## config.mk

```make
export PLATFORM = sky130hd
export DESIGN_NAME = jtag_scan_master
export DESIGN_NICKNAME = d
export VERILOG_FILES = /design/src/rtl/jtag_scan_master.sv
export SDC_FILE = /design/constraint.sdc
export NUM_CORES = 1
export LEC_CHECK = 0
export BUFFER_PORTS_ARGS = -buffer_cell sky130_fd_sc_hd__buf_4
export CAP_MARGIN = 20
export CELL_PAD_IN_SITES_DETAIL_PLACEMENT = 1
export CELL_PAD_IN_SITES_GLOBAL_PLACEMENT = 1
export CORE_MARGIN = 2
export CORE_UTILIZATION = 42
export DETAILED_ROUTE_END_ITERATION = 12
export PLACE_DENSITY = 0.87
export SYNTH_ARGS = -nofsm -noshare
export SYNTH_HDL_FRONTEND = slang
export SYNTH_SLANG_ARGS = --single-unit
export TNS_END_PERCENT = 1
```

## constraint.sdc

```tcl
create_clock -name clk_i -period 4.2 [get_ports clk_i]
set_input_delay 0.42 -clock clk_i [delete_from_list [all_inputs] [get_ports clk_i]]
set_output_delay 0.42 -clock clk_i [all_outputs]
set_load 0.1 [all_outputs]
```

## src/rtl/jtag_scan_master.sv

```systemverilog
// -----------------------------------------------------------------------------
// jtag_scan_master
//
// JTAG initiator. A single request turns into a complete TMS walk:
// Run-Test/Idle -> Shift-IR -> Run-Test/Idle -> Shift-DR -> Run-Test/Idle,
// or into a five-ones TAP reset walk that ends in Run-Test/Idle.
// TCK is produced from clk_i: CLK_DIV cycles low, then CLK_DIV cycles high.
// TMS/TDI change on the clk_i edge where TCK falls, and TDO is sampled on the
// clk_i edge where TCK rises.
//
// Ports
//   clk_i, rst_i        system clock, asynchronous active-high reset
//   start_i             one-cycle request for an IR+DR scan
//   reset_tap_i         one-cycle request for a TAP reset walk (wins over start_i)
//   ir_i, dr_i          shift data, LSB first, latched at acceptance
//   dr_len_i            DR bit count (0 = IR-only, clamped to DR_W)
//   busy_o, done_o      busy from acceptance to done; done is a one-cycle pulse
//   dr_o                captured TDO bits, bit k = k-th DR shift bit
//   tck_o, tms_o, tdi_o JTAG outputs
//   tdo_i               JTAG TDO (synchronous to tck_o)
// -----------------------------------------------------------------------------
module jtag_scan_master #(
    parameter int CLK_DIV = 4,
    parameter int IR_W    = 8,
    parameter int DR_W    = 32
) (
    input  logic                      clk_i,
    input  logic                      rst_i,
    input  logic                      start_i,
    input  logic                      reset_tap_i,
    input  logic [IR_W-1:0]           ir_i,
    input  logic [DR_W-1:0]           dr_i,
    input  logic [$clog2(DR_W+1)-1:0] dr_len_i,
    output logic                      busy_o,
    output logic                      done_o,
    output logic [DR_W-1:0]           dr_o,
    output logic                      tck_o,
    output logic                      tms_o,
    output logic                      tdi_o,
    input  logic                      tdo_i
);

    localparam int LEN_W = $clog2(DR_W + 1);
    localparam int MAX_C = (IR_W > DR_W) ? ((IR_W > 6) ? IR_W : 6)
                                         : ((DR_W > 6) ? DR_W : 6);
    localparam int CNT_W = $clog2(MAX_C + 1);
    localparam int DIV_W = $clog2(CLK_DIV + 1);

    localparam logic [DIV_W-1:0] DIV_LAST = DIV_W'(CLK_DIV - 1);
    localparam logic [CNT_W-1:0] IR_LAST  = CNT_W'(IR_W - 1);
    localparam logic [LEN_W-1:0] LEN_MAX  = LEN_W'(DR_W);

    typedef enum logic [3:0] {
        ST_IDLE     = 4'd0,
        ST_RST_WALK = 4'd1,
        ST_IR_PRE   = 4'd2,
        ST_IR_SHIFT = 4'd3,
        ST_IR_POST  = 4'd4,
        ST_DR_PRE   = 4'd5,
        ST_DR_SHIFT = 4'd6,
        ST_DR_POST  = 4'd7,
        ST_DONE     = 4'd8
    } state_t;

    state_t              state_q, state_d;
    logic [DIV_W-1:0]    div_q, div_d;
    logic [CNT_W-1:0]    cnt_q, cnt_d;
    logic                tck_q, tck_d;
    logic                tms_q, tms_d;
    logic                tdi_q, tdi_d;
    logic                busy_q, busy_d;
    logic                done_q, done_d;
    logic [IR_W-1:0]     ir_q, ir_d;
    logic [DR_W-1:0]     dr_q, dr_d;
    logic [LEN_W-1:0]    len_q, len_d;
    logic [DR_W-1:0]     dr_out_q, dr_out_d;

    state_t              nxt_state_s;
    logic [CNT_W-1:0]    nxt_cnt_s;
    logic [CNT_W-1:0]    cur_last_s;
    logic                tick_s;

    // Index of the final TCK cycle spent in a scan state.
    function automatic logic [CNT_W-1:0] last_cnt(input state_t s, input logic [LEN_W-1:0] len);
        case (s)
            ST_RST_WALK: last_cnt = CNT_W'(5);
            ST_IR_PRE:   last_cnt = CNT_W'(3);
            ST_IR_SHIFT: last_cnt = IR_LAST;
            ST_DR_PRE:   last_cnt = CNT_W'(2);
            ST_DR_SHIFT: last_cnt = CNT_W'(len) - CNT_W'(1);
            default:     last_cnt = CNT_W'(1);
        endcase
    endfunction

    // TMS level for TCK cycle c of state s.
    function automatic logic pos_tms(input state_t s, input logic [CNT_W-1:0] c,
                                     input logic [CNT_W-1:0] last);
        case (s)
            ST_RST_WALK:              pos_tms = (c != last);
            ST_IR_PRE:                pos_tms = (c < CNT_W'(2));
            ST_IR_SHIFT, ST_DR_SHIFT: pos_tms = (c == last);
            ST_IR_POST, ST_DR_PRE,
            ST_DR_POST:               pos_tms = (c == CNT_W'(0));
            default:                  pos_tms = 1'b0;
        endcase
    endfunction

    // TDI level for TCK cycle c of state s; only the shift states carry data.
    function automatic logic pos_tdi(input state_t s, input logic [CNT_W-1:0] c,
                                     input logic [IR_W-1:0] ir, input logic [DR_W-1:0] dr);
        logic [IR_W-1:0] ir_sh;
        logic [DR_W-1:0] dr_sh;
        ir_sh = ir >> c;
        dr_sh = dr >> c;
        case (s)
            ST_IR_SHIFT: pos_tdi = ir_sh[0];
            ST_DR_SHIFT: pos_tdi = dr_sh[0];
            default:     pos_tdi = 1'b0;
        endcase
    endfunction

    // Next-state, TCK phase generation, TMS/TDI sequencing and TDO capture.
    always_comb begin
        state_d     = state_q;
        div_d       = div_q;
        cnt_d       = cnt_q;
        tck_d       = tck_q;
        tms_d       = tms_q;
        tdi_d       = tdi_q;
        busy_d      = busy_q;
        done_d      = 1'b0;
        ir_d        = ir_q;
        dr_d        = dr_q;
        len_d       = len_q;
        dr_out_d    = dr_out_q;
        nxt_state_s = state_q;
        nxt_cnt_s   = cnt_q;
        cur_last_s  = last_cnt(state_q, len_q);
        tick_s      = (div_q == DIV_LAST);

        case (state_q)
            ST_IDLE: begin
                tck_d = 1'b0;
                tms_d = 1'b0;
                tdi_d = 1'b0;
                div_d = '0;
                cnt_d = '0;
                if (reset_tap_i) begin
                    state_d = ST_RST_WALK;
                    busy_d  = 1'b1;
                    tms_d   = 1'b1;
                end else if (start_i) begin
                    state_d  = ST_IR_PRE;
                    busy_d   = 1'b1;
                    tms_d    = 1'b1;
                    ir_d     = ir_i;
                    dr_d     = dr_i;
                    len_d    = (dr_len_i > LEN_MAX) ? LEN_MAX : dr_len_i;
                    dr_out_d = '0;
                end else begin
                    busy_d = 1'b0;
                end
            end

            // TCK is parked low here for CLK_DIV cycles before done pulses.
            ST_DONE: begin
                tck_d = 1'b0;
                tms_d = 1'b0;
                tdi_d = 1'b0;
                if (tick_s) begin
                    state_d = ST_IDLE;
                    done_d  = 1'b1;
                    busy_d  = 1'b0;
                    div_d   = '0;
                end else begin
                    div_d = div_q + DIV_W'(1);
                end
            end

            // All TCK-driven scan states share the phase machinery.
            default: begin
                if (!tick_s) begin
                    div_d = div_q + DIV_W'(1);
                end else begin
                    div_d = '0;
                    if (!tck_q) begin
                        // Rising TCK: TDO is valid now.
                        tck_d = 1'b1;
                        if (state_q == ST_DR_SHIFT) begin
                            dr_out_d = dr_out_q | (DR_W'(tdo_i) << cnt_q);
                        end else begin
                            dr_out_d = dr_out_q;
                        end
                    end else begin
                        // Falling TCK: step to the next position and present its TMS/TDI.
                        tck_d = 1'b0;
                        if (cnt_q != cur_last_s) begin
                            nxt_state_s = state_q;
                            nxt_cnt_s   = cnt_q + CNT_W'(1);
                        end else begin
                            nxt_cnt_s = '0;
                            case (state_q)
                                ST_IR_PRE:   nxt_state_s = ST_IR_SHIFT;
                                ST_IR_SHIFT: nxt_state_s = ST_IR_POST;
                                ST_IR_POST:  nxt_state_s = (len_q == LEN_W'(0)) ? ST_DONE : ST_DR_PRE;
                                ST_DR_PRE:   nxt_state_s = ST_DR_SHIFT;
                                ST_DR_SHIFT: nxt_state_s = ST_DR_POST;
                                default:     nxt_state_s = ST_DONE;
                            endcase
                        end
                        state_d = nxt_state_s;
                        cnt_d   = nxt_cnt_s;
                        tms_d   = pos_tms(nxt_state_s, nxt_cnt_s, last_cnt(nxt_state_s, len_q));
                        tdi_d   = pos_tdi(nxt_state_s, nxt_cnt_s, ir_q, dr_q);
                    end
                end
            end
        endcase
    end

    // State and output registers; TMS idles high while in reset.
    always_ff @(posedge clk_i or posedge rst_i) begin
        if (rst_i) begin
            state_q  <= ST_IDLE;
            div_q    <= '0;
            cnt_q    <= '0;
            tck_q    <= 1'b0;
            tms_q    <= 1'b1;
            tdi_q    <= 1'b0;
            busy_q   <= 1'b0;
            done_q   <= 1'b0;
            ir_q     <= '0;
            dr_q     <= '0;
            len_q    <= '0;
            dr_out_q <= '0;
        end else begin
            state_q  <= state_d;
            div_q    <= div_d;
            cnt_q    <= cnt_d;
            tck_q    <= tck_d;
            tms_q    <= tms_d;
            tdi_q    <= tdi_d;
            busy_q   <= busy_d;
            done_q   <= done_d;
            ir_q     <= ir_d;
            dr_q     <= dr_d;
            len_q    <= len_d;
            dr_out_q <= dr_out_d;
        end
    end

    assign busy_o = busy_q;
    assign done_o = done_q;
    assign dr_o   = dr_out_q;
    assign tck_o  = tck_q;
    assign tms_o  = tms_q;
    assign tdi_o  = tdi_q;

endmodule

```

==> impl_metrics.ini <==
[worst_hold_path]
min_path_type = input port to asynchronous set/reset pin

[pwr]
swShare_pct = 40.4
p_leak_nw = 3.04
p_per_area_nw_per_um2 = 619
intPower_w = 0.00231
p_switching_w = 0.00156
seqPwrFrac_pct = 36.0
p_clk_share_pct = 23.2
combinationalPowerShare_pct = 40.8
irDropWorstVdd_mv = 0.286

[routing]
wl_met2_mm = 7.81
wl_met1_mm = 6.92
first_pass_iters = 5
routed_wl_mm = 15.7
route.detailed.drc = 0
drt_iter0_drc = 285
wire_per_inst_um = 19.2
vias = 4651
vias_per_cell = 5.70
ant_nets = 0
topRoutingLayerUsed = met4
wl_met3_um = 600

[worst_setup_path]
crit_top_cell = mux2i_1
crit_fanout = 20
worstPathRequired_ps = 4480
worstSetupStartpoint = state_q[2]
reg2reg_from = state_q[2]
path_buf_inv = 1
r2r_slack_ps = 300
max_stage_delay_ps = 750
worst_r2r_endpoint = tms_o
arrival_ps = 4190
worst_path_max_delay_cell = dfrtp_1
worstSetupEndpoint = tms_o
cp_num_cells = 11
end_kind = flip-flop
crit_chain = nand4bb_1 -> or4_4 -> and3_4 -> nor4_4 -> and2_1 -> buf_4 -> mux2i_1 -> o32a_1 -> mux2i_1 -> a41oi_1 -> a21oi_1
critical-path-top-delay-family = simple AND/OR/NAND/NOR gates
reg2reg_depth = 11
path_class = flip-flop to flip-flop
cp-start-kind = flip-flop

[layout]
fillerInstances = 1395
design_area_sq_um = 6250
drive_above_1_share_pct = 21.2
final_cells = 816
area_delta_synth_final_pct = 21.6
nNetsFinal = 718
final_common_cell = nand2_1
layout_common_cells = 152 x nand2_1, 101 x buf_4, 95 x dfrtp_1
n_antenna_cell = 0

[logic_synthesis]
postSynthAreaPerCell_sq_um = 8.73
synth_fp_nets = 643
ys.flop_type = dfrtp_1
yosys_warnings = 0
ys_types = 67
async_flop_share_pct = 100
synth-seq-cells = 96
netlist_instances = 589
synth_area_sq_um = 5140
synth_edf_count = 0
yosysSeqAreaShare_pct = 46.7

[run_status]
status = complete, no violations

[timing]
fmax_mhz = 256
rsz0062_at_grt = no
setup_viol = 0
fin_crit_ps = 3900
slew_violations = 0
period_share_pct = 92.9
worst_pin_slew_ps = 1050
worst_clock_skew_ps = 7.05
slew_headroom_pct = 29.2
setup_tns_ps = 0
finalHoldViolCount = 0

[clocking]
htreeDepth = 3
cts_made_buffers = 9
cts.hold.buffers_added = 0
cts_resized = 0
cts_sinks = 96
cts_setup_buffers = 0
clockBufferDepth = 2
insertion_delay_ps = 350
clkTransAtPathRegs_ps = 70
ctsRootBufferMaster = clkbuf_16
tritoncts = built

[placed_design]
gp_congestion = 0.930
dp_hpwl_mm = 11.2
place_inst = 800
portBuffers = 87
placed_area_sq_um = 5930

[global_routing]
overflow = 0
grtUsageTotal_pct = 25.3
grt_antenna_before_repair = 0
grt_max_degree = 51
grt_pass1_wl_mm = 25.8
grt_pass1_vias = 4963

[floorplan]
start_util_pct = 43.0
fp.dieArea_sq_um = 13100
row_count = 40
io_pins = 88
die_w_um = 115
core-area_sq_um = 12000
die_h_um = 115

[run]
cap_violations = 0
[worst register-to-register path, stage by stage, from the launching register on]
cell       delay [ps]
dfrtp_1           750
nand4bb_1         340
or4_4             600
and3_4            210
nor4_4            230
and2_1            440
buf_4             250
mux2i_1            80
o32a_1            390
mux2i_1           240
a41oi_1           140
a21oi_1           170
[how the worst min path moves through the flow]
| stage | startpoint | to | slack, ps | cells past startpoint |
|---|---|---|---|---|
| 2_1_floorplan | div_q[0] | div_q[0] | 420 | 1 |
| 3_3_place_gp | div_q[0] | div_q[0] | 430 | 1 |
| 3_5_place_dp | div_q[0] | div_q[0] | 440 | 1 |
| 4_1_cts | rst_i | dr_o[5] | 130 | 2 |
| 5_1_grt | rst_i | dr_o[5] | 160 | 2 |
| 6_report | rst_i | dr_o[5] | 110 | 2 |
[flip-flops by register name, indices dropped and copies added (netlist names)]
signal and cells:
busy_o 1, tdi_o 1, dr_q 32, cnt_q 6
tms_o 1, div_q 3, tck_o 1, state_q 4
done_o 1, ir_q 8, len_q 6, dr_o 32
[power by group through the flow]
stage | Sequential [W] | Clock (W) | Combinational, W
floorplan | 0.00145 | 0 | 0.00104
global placement | 0.00138 | 0 | 0.00151
detailed placement | 0.00140 | 0 | 0.00156
CTS | 0.00139 | 0.000907 | 0.00158
global route | 0.00143 | 0.000942 | 0.00174
finish | 0.00139 | 0.000897 | 0.00158
[layer usage]
metal	track usage (%)	up-vias
met1	33.6	2337
met2	42.2	110
li1	-	2176
met5	0	-
met4	9.84	0
met3	3.28	28
[cells by family after synthesis]
logic type                 count (synthesis)  synth area share, %
AOI/OAI and AO/OA                        111                 13.1
xor gates and xnor gates                  14                 2.65
adders and majority gates                  3                0.730
buffers and inverters                     45                 3.65
DFF                                       96                 46.7
muxes                                     20                 5.67
and+or+nand+nor                          300                 27.4
[through the flow]
stage          worst slack, ps  hold slack (ps)  total power, W  util [%]
2_1_floorplan             1130              419         0.00250         -
3_3_place_gp               575              431         0.00289      49.6
3_5_place_dp               400              440         0.00296      49.6
4_1_cts                    361              131         0.00388      52.3
5_1_grt                   55.3              159         0.00411      52.3
6_report                   298              109         0.00387      52.3
[synth_stat cells (4+ instances only)]
master    instances  area share (%)
a211oi_1          4            0.58
a21oi_1          52             5.1
and2_1            6            0.73
and3_1            4            0.49
buf_2             6            0.58
clkbuf_1         27             2.0
dfrtp_1          95              46
inv_1             7            0.51
mux2i_1          10             1.9
mux4_2            7             3.1
nand2_1         152              11
nand2b_1          6            0.73
nand3_1          10            0.97
nand3b_1          5            0.73
nor2_1           60             4.4
nor2b_1           7            0.85
nor3_1           14             1.4
nor3b_1           9             1.3
nor4_1            4            0.49
o21ai_0          22             2.1
xnor2_1           6             1.0
xor2_1            7             1.2
[final cells by class]
cell class              instances  area, sq um  area share [%]
multi-input cells             448         2560            40.9
flip-flops and latches         96         2400            38.4
repair buffers                101          758            12.1
clock buffers                  10          229            3.66
well taps                     147          184            2.94
clock inverters                 6         90.1            1.44
inverters                       8         31.3           0.500
(Power assumes the default switching activity.)
